--- config.mk ---
export PLATFORM = sky130hd
export DESIGN_NAME = demux_fifo4_flat
export DESIGN_NICKNAME = d
export VERILOG_FILES = /design/src/rtl/demux_fifo4_if.sv /design/src/rtl/demux_fifo4.sv /design/src/flat_wrapper.sv
export SDC_FILE = /design/constraint.sdc
export NUM_CORES = 1
export LEC_CHECK = 0
export CORE_MARGIN = 4
export CORE_UTILIZATION = 50
export CTS_BUF_LIST = sky130_fd_sc_hd__clkbuf_16
export DETAILED_ROUTE_END_ITERATION = 10
export GPL_ROUTABILITY_DRIVEN = 1
export PLACE_DENSITY = 0.69
export SETUP_SLACK_MARGIN = 0.02
export SLEW_MARGIN = 20
export SYNTH_ARGS = -nofsm -noshare
export SYNTH_HDL_FRONTEND = slang
export SYNTH_SLANG_ARGS = --single-unit
--- constraint.sdc ---
create_clock -name clk -period 2.4 [get_ports clk]
set_input_delay 0.24 -clock clk [delete_from_list [all_inputs] [get_ports clk]]
set_output_delay 0.24 -clock clk [all_outputs]
set_load 0.02 [all_outputs]
--- src/rtl/demux_fifo4_if.sv ---
// rtl/demux_fifo4_if.sv - word input, per-lane pop/head/status and drop counter bundle
interface demux_fifo4_if;
    logic [11:0] data_in;
    logic        pop0;
    logic        pop1;
    logic        pop2;
    logic        pop3;
    logic [11:0] data_out0;
    logic [11:0] data_out1;
    logic [11:0] data_out2;
    logic [11:0] data_out3;
    logic        empty0;
    logic        empty1;
    logic        empty2;
    logic        empty3;
    logic        full0;
    logic        full1;
    logic        full2;
    logic        full3;
    logic        almost_full0;
    logic        almost_full1;
    logic        almost_full2;
    logic        almost_full3;
    logic [7:0]  drop_count;

    modport master (
        output data_in, pop0, pop1, pop2, pop3,
        input  data_out0, data_out1, data_out2, data_out3,
        input  empty0, empty1, empty2, empty3,
        input  full0, full1, full2, full3,
        input  almost_full0, almost_full1, almost_full2, almost_full3,
        input  drop_count
    );

    modport slave (
        input  data_in, pop0, pop1, pop2, pop3,
        output data_out0, data_out1, data_out2, data_out3,
        output empty0, empty1, empty2, empty3,
        output full0, full1, full2, full3,
        output almost_full0, almost_full1, almost_full2, almost_full3,
        output drop_count
    );
endinterface

--- src/rtl/demux_fifo4.sv ---
// rtl/demux_fifo4.sv - tag-routed demux into four show-ahead lane FIFOs with drop counter
module demux_fifo4 #(
    parameter int DEPTH    = 4,
    parameter int AF_LEVEL = 3
) (
    input logic          clk,
    input logic          reset_L,
    demux_fifo4_if.slave bus
);
    localparam int PW = $clog2(DEPTH);
    localparam int CW = PW + 1;

    logic [11:0]   mem [4][DEPTH];
    logic [PW-1:0] wr_ptr [4];
    logic [PW-1:0] rd_ptr [4];
    logic [CW-1:0] count [4];
    logic [7:0]    drop_count;

    logic [3:0]    pop;
    logic [3:0]    push;
    logic [3:0]    pop_ok;
    logic [3:0]    wr_ok;
    logic [3:0]    drop;
    logic [1:0]    lane;
    logic          push_any;

    logic [11:0]   dout [4];
    logic [3:0]    empty;
    logic [3:0]    full;
    logic [3:0]    almost_full;

    assign pop      = {bus.pop3, bus.pop2, bus.pop1, bus.pop0};
    assign lane     = bus.data_in[11:10];
    assign push_any = (bus.data_in != 12'h000);

    // A full lane still accepts a push when its own pop frees the head slot in the same cycle.
    always_comb begin
        push   = '0;
        pop_ok = '0;
        wr_ok  = '0;
        drop   = '0;
        for (int i = 0; i < 4; i++) begin
            push[i]   = push_any && (lane == 2'(i));
            pop_ok[i] = pop[i] && (count[i] != '0);
            wr_ok[i]  = push[i] && ((count[i] != CW'(DEPTH)) || pop_ok[i]);
            drop[i]   = push[i] && !wr_ok[i];
        end
    end

    always_ff @(posedge clk or negedge reset_L) begin
        if (!reset_L) begin
            for (int i = 0; i < 4; i++) begin
                wr_ptr[i] <= '0;
                rd_ptr[i] <= '0;
                count[i]  <= '0;
            end
            drop_count <= 8'h00;
        end else begin
            for (int i = 0; i < 4; i++) begin
                if (wr_ok[i])
                    wr_ptr[i] <= wr_ptr[i] + 1'b1;
                if (pop_ok[i])
                    rd_ptr[i] <= rd_ptr[i] + 1'b1;
                case ({wr_ok[i], pop_ok[i]})
                    2'b10:   count[i] <= count[i] + 1'b1;
                    2'b01:   count[i] <= count[i] - 1'b1;
                    default: count[i] <= count[i];
                endcase
            end
            if ((|drop) && (drop_count != 8'hFF))
                drop_count <= drop_count + 8'd1;
        end
    end

    // Storage is never cleared; a zero count hides stale entries after reset.
    always_ff @(posedge clk) begin
        for (int i = 0; i < 4; i++) begin
            if (wr_ok[i])
                mem[i][wr_ptr[i]] <= bus.data_in;
        end
    end

    always_comb begin
        for (int i = 0; i < 4; i++) begin
            empty[i]       = (count[i] == '0);
            full[i]        = (count[i] == CW'(DEPTH));
            almost_full[i] = (32'(count[i]) >= AF_LEVEL);
            dout[i]        = empty[i] ? 12'h000 : mem[i][rd_ptr[i]];
        end
    end

    assign bus.data_out0    = dout[0];
    assign bus.data_out1    = dout[1];
    assign bus.data_out2    = dout[2];
    assign bus.data_out3    = dout[3];
    assign bus.empty0       = empty[0];
    assign bus.empty1       = empty[1];
    assign bus.empty2       = empty[2];
    assign bus.empty3       = empty[3];
    assign bus.full0        = full[0];
    assign bus.full1        = full[1];
    assign bus.full2        = full[2];
    assign bus.full3        = full[3];
    assign bus.almost_full0 = almost_full[0];
    assign bus.almost_full1 = almost_full[1];
    assign bus.almost_full2 = almost_full[2];
    assign bus.almost_full3 = almost_full[3];
    assign bus.drop_count   = drop_count;
endmodule
--- src/flat_wrapper.sv ---
// flat-port wrapper written by rule: the top's interface ports become plain ports
module demux_fifo4_flat 
#(
    parameter int DEPTH    = 4,
    parameter int AF_LEVEL = 3
)
  (clk, reset_L, bus_data_in, bus_pop0, bus_pop1, bus_pop2, bus_pop3, bus_data_out0, bus_data_out1, bus_data_out2, bus_data_out3, bus_empty0, bus_empty1, bus_empty2, bus_empty3, bus_full0, bus_full1, bus_full2, bus_full3, bus_almost_full0, bus_almost_full1, bus_almost_full2, bus_almost_full3, bus_drop_count);
  demux_fifo4_if bus_i ();
  input logic clk;
  input logic reset_L;
  input wire logic [$bits(bus_i.data_in)-1:0] bus_data_in;
  input wire logic [$bits(bus_i.pop0)-1:0] bus_pop0;
  input wire logic [$bits(bus_i.pop1)-1:0] bus_pop1;
  input wire logic [$bits(bus_i.pop2)-1:0] bus_pop2;
  input wire logic [$bits(bus_i.pop3)-1:0] bus_pop3;
  output wire logic [$bits(bus_i.data_out0)-1:0] bus_data_out0;
  output wire logic [$bits(bus_i.data_out1)-1:0] bus_data_out1;
  output wire logic [$bits(bus_i.data_out2)-1:0] bus_data_out2;
  output wire logic [$bits(bus_i.data_out3)-1:0] bus_data_out3;
  output wire logic [$bits(bus_i.empty0)-1:0] bus_empty0;
  output wire logic [$bits(bus_i.empty1)-1:0] bus_empty1;
  output wire logic [$bits(bus_i.empty2)-1:0] bus_empty2;
  output wire logic [$bits(bus_i.empty3)-1:0] bus_empty3;
  output wire logic [$bits(bus_i.full0)-1:0] bus_full0;
  output wire logic [$bits(bus_i.full1)-1:0] bus_full1;
  output wire logic [$bits(bus_i.full2)-1:0] bus_full2;
  output wire logic [$bits(bus_i.full3)-1:0] bus_full3;
  output wire logic [$bits(bus_i.almost_full0)-1:0] bus_almost_full0;
  output wire logic [$bits(bus_i.almost_full1)-1:0] bus_almost_full1;
  output wire logic [$bits(bus_i.almost_full2)-1:0] bus_almost_full2;
  output wire logic [$bits(bus_i.almost_full3)-1:0] bus_almost_full3;
  output wire logic [$bits(bus_i.drop_count)-1:0] bus_drop_count;
  assign bus_i.data_in = bus_data_in;
  assign bus_i.pop0 = bus_pop0;
  assign bus_i.pop1 = bus_pop1;
  assign bus_i.pop2 = bus_pop2;
  assign bus_i.pop3 = bus_pop3;
  assign bus_data_out0 = bus_i.data_out0;
  assign bus_data_out1 = bus_i.data_out1;
  assign bus_data_out2 = bus_i.data_out2;
  assign bus_data_out3 = bus_i.data_out3;
  assign bus_empty0 = bus_i.empty0;
  assign bus_empty1 = bus_i.empty1;
  assign bus_empty2 = bus_i.empty2;
  assign bus_empty3 = bus_i.empty3;
  assign bus_full0 = bus_i.full0;
  assign bus_full1 = bus_i.full1;
  assign bus_full2 = bus_i.full2;
  assign bus_full3 = bus_i.full3;
  assign bus_almost_full0 = bus_i.almost_full0;
  assign bus_almost_full1 = bus_i.almost_full1;
  assign bus_almost_full2 = bus_i.almost_full2;
  assign bus_almost_full3 = bus_i.almost_full3;
  assign bus_drop_count = bus_i.drop_count;
  demux_fifo4 #(.DEPTH(DEPTH), .AF_LEVEL(AF_LEVEL)) u_core (.clk(clk), .reset_L(reset_L), .bus(bus_i));
endmodule
==> flow_metrics.py, run 1 <==
metrics = {
    "run_status": {
        "status": "complete, no violations",
    },
    "route": {
        "drt_iter0_markers": 456,
        "drt_first_pass_iters": 5,
        "drt.antenna.violating_nets": 0,
        "drcViolationCount": 0,
        "dr_total_vias": 5388,
        "drt-vias-per-instance": 5.44,
        "routed_wirelength_mm": 20.1,
        "wl_per_cell_um": 20.3,
    },
    "placement": {
        "placed_cells": 940,
        "pre_cts_ws_ns": -0.364,
        "dpl.hpwl_mm": 13.3,
        "portBuffers": 85,
        "placed_area_mm2": 0.0114,
        "gp_congestion": 0.847,
    },
    "yosys": {
        "synth_edf_count": 192,
        "post_synth_num_cell_types": 54,
        "avgSynthCellArea_um2": 17.6,
        "netlist_area_mm2": 0.00965,
        "syn_nets": 587,
        "ys_ff_latch": 228,
        "synth-seq-area-share_pct": 69.1,
        "synthTopCellsByArea": "edfxtp_1, mux4_2, dfrtp_1",
        "synth.top_cell.area_share_pct": 59.7,
        "synth_ff_type": "edfxtp_1",
        "synthCells": 547,
        "yosysMostFrequentCell": "edfxtp_1",
        "synth-async-reset-ratio_pct": 15.8,
        "ys_warn_count": 0,
        "yosysTopAreaCell": "edfxtp_1",
        "synth_top_cells_by_count": "edfxtp_1, nor2b_1, mux4_2, dfrtp_1",
    },
    "grt": {
        "grt-ovfl-total": 0,
        "grtUsageTotal_pct": 18.9,
        "grt_pass1_vias": 5581,
        "grt_first_pass_wirelength_mm": 31.7,
        "grt_max_degree": 22,
        "antenna_found_initial": 0,
    },
    "power_and_ir_drop": {
        "clkPwrFrac_pct": 23.7,
        "power_frac_comb_pct": 40.5,
        "seqPwrFrac_pct": 35.8,
        "irDropWorstVdd_v": 0.000787,
        "leakagePower_nw": 4.56,
        "p_int_w": 0.0100,
        "p_sw_share_pct": 33.3,
        "p_per_area_mw_per_mm2": 1230,
        "p_sw_w": 0.00498,
        "totalPowerFinal_w": 0.0150,
    },
    "job": {
        "maxCapViolations": 0,
    },
    "timing": {
        "fmax_mhz": 433,
        "drv_slew": 0,
        "slew_headroom_pct": 53.0,
        "clock_skew_ns": 0.00938,
        "setup_viol": 0,
        "finalHoldViolations": 0,
        "worst_slew_pin_slew_ns": 0.706,
        "min_period_ns": 2.31,
        "holdWs_ns": 0.198,
        "rsz0062_at_grt": "yes",
        "min_period_over_period_pct": 96.3,
        "worst_slack_ns": 0.0882,
    },
    "setup_path": {
        "r2r_start": "u_core.count[4]",
        "crit_start": "u_core.rd_ptr[0]",
        "end_kind": "output port",
        "start_kind": "flop",
        "path_max_fanout": 5,
        "critPathKind": "flop to output port",
        "worstPathArrival_ns": 2.07,
        "worst_ep_required_time_ns": 2.16,
    },
    "clock_tree": {
        "cts.clk_slew.worst_paths_ns": 0.06,
        "clock_latency_ns": 0.50,
        "root_buffer": "clkbuf_16",
        "h-tree-depth": 1,
        "tritoncts": "done",
        "cts_buffers": 24,
        "cts_buffer_depth": 3,
        "clkSinkCount": 228,
    },
    "cells_and_area": {
        "n_fill_cell": 1327,
        "layout.nets": 752,
        "syn2layout_area_growth_pct": 26.7,
        "diodes": 0,
        "seq_area_mm2": 0.00667,
        "multiInputGateArea_mm2": 0.00284,
        "layout-drive-gt1-share_pct": 25.9,
        "final_area_mm2": 0.0122,
        "stdcell_count": 990,
    },
    "floorplanning": {
        "ios": 86,
        "die_h_um": 147,
        "die_area_mm2": 0.0216,
        "die_w_um": 147,
        "floorplan.rows": 50,
        "core_mm2": 0.0188,
        "start_util_pct": 51.3,
    },
    "worst_hold_path": {
        "worstHoldPathType": "input port to async pin",
    },
}
-- final cells by class --
class / count / share of cell area (%)
Clock buffer: 25 / 5.12
Clock inverter: 19 / 1.19
Inverter: 13 / 0.399
Multi-Input combinational cell: 280 / 23.2
Sequential cell: 228 / 54.5
Tap cell: 260 / 2.66
Timing Repair Buffer: 165 / 12.9
-- sequential cells by signal, summed over array words and instances, names as in the netlist --
name	flops
u_core.bus.drop_count	8
u_core.count	12
u_core.mem	192
u_core.rd_ptr	8
u_core.wr_ptr	8
-- placed cells by master, fill, tap and decap left out, types with 3 or more instances in the layout --
cell | netlist | final
edfxtp_1 | 192 | 192
buf_4 | 1 | 64
nor2b_1 | 50 | 50
mux4_2 | 48 | 48
dlygate4sd2_1 | 0 | 41
dfrtp_1 | 36 | 34
clkdlybuf4s50_1 | 0 | 27
clkbuf_16 | 0 | 26
and2_1 | 19 | 19
nor2_1 | 19 | 19
xnor2_1 | 19 | 19
ha_1 | 18 | 17
inv_1 | 13 | 15
nand2_1 | 12 | 12
buf_12 | 0 | 11
o21ai_0 | 10 | 10
xor2_1 | 9 | 9
nor3_1 | 10 | 8
nand3_1 | 7 | 7
clkinv_2 | 0 | 7
dlymetal6s2s_1 | 0 | 7
clkdlybuf4s15_1 | 0 | 7
clkinv_1 | 0 | 4
nor3b_1 | 3 | 3
nor4b_1 | 3 | 3
nand2b_1 | 4 | 3
a21o_1 | 3 | 3
a21oi_1 | 3 | 3
nand3b_1 | 3 | 3
fa_1 | 4 | 3
-- routing by layer --
metal,part of all wire [%],global-route usage (%)
met1,41,25.8
met2,50,32.3
met3,6.0,3.21
met4,2.2,4.52
met5,0,0
-- path summary, 6_finish.rpt --
path                                            end  slack (ns)  depth (start not counted)
setup reg to reg                    u_core.count[5]        0.14                          9
setup / recovery                   bus_data_out3[8]        0.09                          4
hold / removal                      u_core.count[7]        0.20                          2
min in group clk                  u_core.mem[1][38]        0.36                          2
hold reg to reg            u_core.bus.drop_count[3]        0.50                          1
max in group asynchronous          u_core.count[11]        1.50                          3
-- worst max-delay path, cell delays in order (launching register included) --
cell and delay (ns):
dfrtp_2 0.46, clkbuf_16 0.18, mux4_2 0.47, nor2b_1 0.14
dlygate4sd2_1 0.31
-- cell families after synthesis --
group | share of synthesized area (%)
buffers and inverters | 1.72
flip-flops | 69.1
XOR/XNOR | 2.54
AND/OR/NAND/NOR | 9.27
multiplexers | 11.6
adder cells (fa/ha/maj) | 3.16
AO/OA/AOI/OAI | 2.67
-- through the flow --
stage,util [%],TNS (ns)
after floorplan,-,0
after global placement,60.6,-1.01
after detailed placement,60.6,-2.66
after CTS,64.5,0
after global routing,64.9,0
final,64.9,0
-- timing repair --
action,in CTS,in global routing
cloned,0,1
pin swaps,0,3
endpoints found under the setup margin,51,27
buffers inserted,0,4
hold buffers,1,0
resized for setup,53,22
endpoints found under the hold margin,15,0
-- power by group through the flow --
stage	Clock [W]	Combinational (W)	Sequential, W
6_report	0.00355	0.00607	0.00536
5_1_grt	0.00380	0.00659	0.00543
3_3_place_gp	0	0.00634	0.00537
4_1_cts	0.00362	0.00607	0.00535
3_5_place_dp	0	0.00646	0.00541
2_1_floorplan	0	0.00377	0.00534
No activity file was read; power rests on OpenSTA's default activity.
==> run 2: changes to the inputs <==
Settings changed: SKIP_CTS_REPAIR_TIMING set to 1.
==> flow_metrics.py, run 2 (synthesis gave the netlist of run 1 again) <==
metrics = {
    "clock_tree": {
        "h-tree-depth": 1,
        "root_buffer": "clkbuf_16",
        "cts.clk_slew.worst_paths_ns": 0.06,
        "tritoncts": "done",
        "clkSinkCount": 228,
        "clock_latency_ns": 0.50,
        "cts_buffers": 24,
        "cts_buffer_depth": 3,
    },
    "route": {
        "drt_iter0_markers": 491,
        "drt_first_pass_iters": 5,
        "wl_per_cell_um": 20.4,
        "drcViolationCount": 0,
        "drt-vias-per-instance": 5.46,
        "routed_wirelength_mm": 20.2,
        "drt.antenna.violating_nets": 0,
        "dr_total_vias": 5398,
    },
    "setup_path": {
        "end_kind": "flop",
        "worst_ep_required_time_ns": 2.83,
        "path_max_fanout": 3,
        "critPathKind": "flop to flop",
        "worstPathArrival_ns": 2.72,
        "start_kind": "flop",
    },
    "floorplanning": {
        "start_util_pct": 51.3,
        "die_h_um": 147,
        "ios": 86,
        "core_mm2": 0.0188,
        "floorplan.rows": 50,
        "die_w_um": 147,
        "die_area_mm2": 0.0216,
    },
    "grt": {
        "antenna_found_initial": 0,
        "grt-busiest-layer": "met2",
        "grt-ovfl-total": 0,
        "grtUsageTotal_pct": 18.9,
        "grt_use_met1_pct": 25.9,
        "groute.layer.met3.usage_pct": 3.08,
        "grt_pass1_vias": 5568,
        "grt_first_pass_wirelength_mm": 31.7,
        "grt_use_met2_pct": 32.3,
        "grt_max_degree": 22,
    },
    "power_and_ir_drop": {
        "leakagePower_nw": 5.00,
        "totalPowerFinal_w": 0.0152,
        "irDropWorstVdd_v": 0.000823,
        "p_per_area_mw_per_mm2": 1230,
    },
    "cells_and_area": {
        "final_cell_mix": "edfxtp_1, buf_4, dlymetal6s2s_1",
        "syn2layout_area_growth_pct": 28.3,
        "largest_reg_flops": 192,
        "final_area_mm2": 0.0124,
        "layout.nets": 751,
        "stdcell_count": 989,
        "layout_commonest_cell": "edfxtp_1",
        "layout-drive-gt1-share_pct": 25.7,
        "diodes": 0,
    },
    "timing": {
        "setup_viol": 0,
        "clock_skew_ns": 0.00785,
        "finalHoldViolations": 0,
        "min_period_over_period_pct": 95.3,
        "rsz0062_at_grt": "no",
        "drv_slew": 0,
        "min_period_ns": 2.29,
        "fmax_mhz": 437,
        "worst_slew_pin_slew_ns": 0.705,
        "slew_headroom_pct": 53.0,
    },
    "placement": {
        "portBuffers": 85,
        "gp_congestion": 0.847,
        "dpl.hpwl_mm": 13.3,
        "placed_cells": 940,
        "placed_area_mm2": 0.0114,
    },
    "worst_hold_path": {
        "worstHoldPathType": "input port to async pin",
    },
    "job": {
        "maxCapViolations": 0,
    },
    "run_status": {
        "status": "complete, no violations",
    },
}
[run 2: cell count changes in the layout (fill, tap and decap cells not counted), sizes merged]
cell           change
clkdlybuf4s50      +1
dlymetal6s2s      +49
clkbuf             -3
dlygate4sd2       -41
clkdlybuf4s15      -7
[run 2: worst max-delay path, cell delays in order, from the launching register on]
cell     delay [ns]
dfrtp_1        0.41
or4b_4         0.54
and3b_2        0.23
inv_1          0.06
ha_2           0.19
inv_2          0.04
fa_2           0.33
xor2_1         0.14
nor2_1         0.12
xor2_1         0.15
[run 2: final timing paths]
path	from	end	slack [ns]	depth (start not counted)
worst max-delay path	u_core.count[4]	u_core.count[5]	0.11	9
worst min-delay path	reset_L	u_core.count[7]	0.21	2
worst max register to register	u_core.count[4]	u_core.count[5]	0.11	9
worst min register to register	u_core.bus.drop_count[3]	u_core.bus.drop_count[3]	0.50	1
max in group asynchronous	reset_L	u_core.count[11]	1.48	3
min in group clk	bus_data_in[2]	u_core.mem[1][14]	0.36	2
[run 2: metal layers]
metal	wire [µm]	vias to the layer above
met4	410	0
met1	8560	2799
met5	0	-
li1	-	2424
met3	1000	31
met2	10200	144
[run 2: stage by stage]
| step | hold WS, ns | setup TNS [ns] | utilization, % | worst slack, ns |
|---|---|---|---|---|
| floorplan | -0.0556 | 0 | - | 0.0249 |
| global placement | 0.193 | -1.01 | 60.6 | -0.290 |
| detailed placement | 0.201 | -2.66 | 60.6 | -0.364 |
| CTS | -0.329 | -7.60 | 64.7 | -0.269 |
| global route | 0.252 | 0 | 65.8 | 0.0147 |
| finish | 0.213 | 0 | 65.8 | 0.113 |
[run 2: power by group]
part	internal (W)	switching [W]	total (W)
clock network	0.00210	0.00145	0.00355
logic	0.00320	0.00313	0.00633
registers	0.00494	0.000405	0.00535
[run 2: final cells by class]
| class | count | area, µm² |
|---|---|---|
| well taps | 260 | 325 |
| multi-input cells | 280 | 2840 |
| fillers | 1290 | 6450 |
| inverters | 13 | 48.8 |
| clock buffers | 25 | 626 |
| repair buffers | 164 | 1730 |
| flip-flops and latches | 228 | 6670 |
| clock inverters | 19 | 145 |
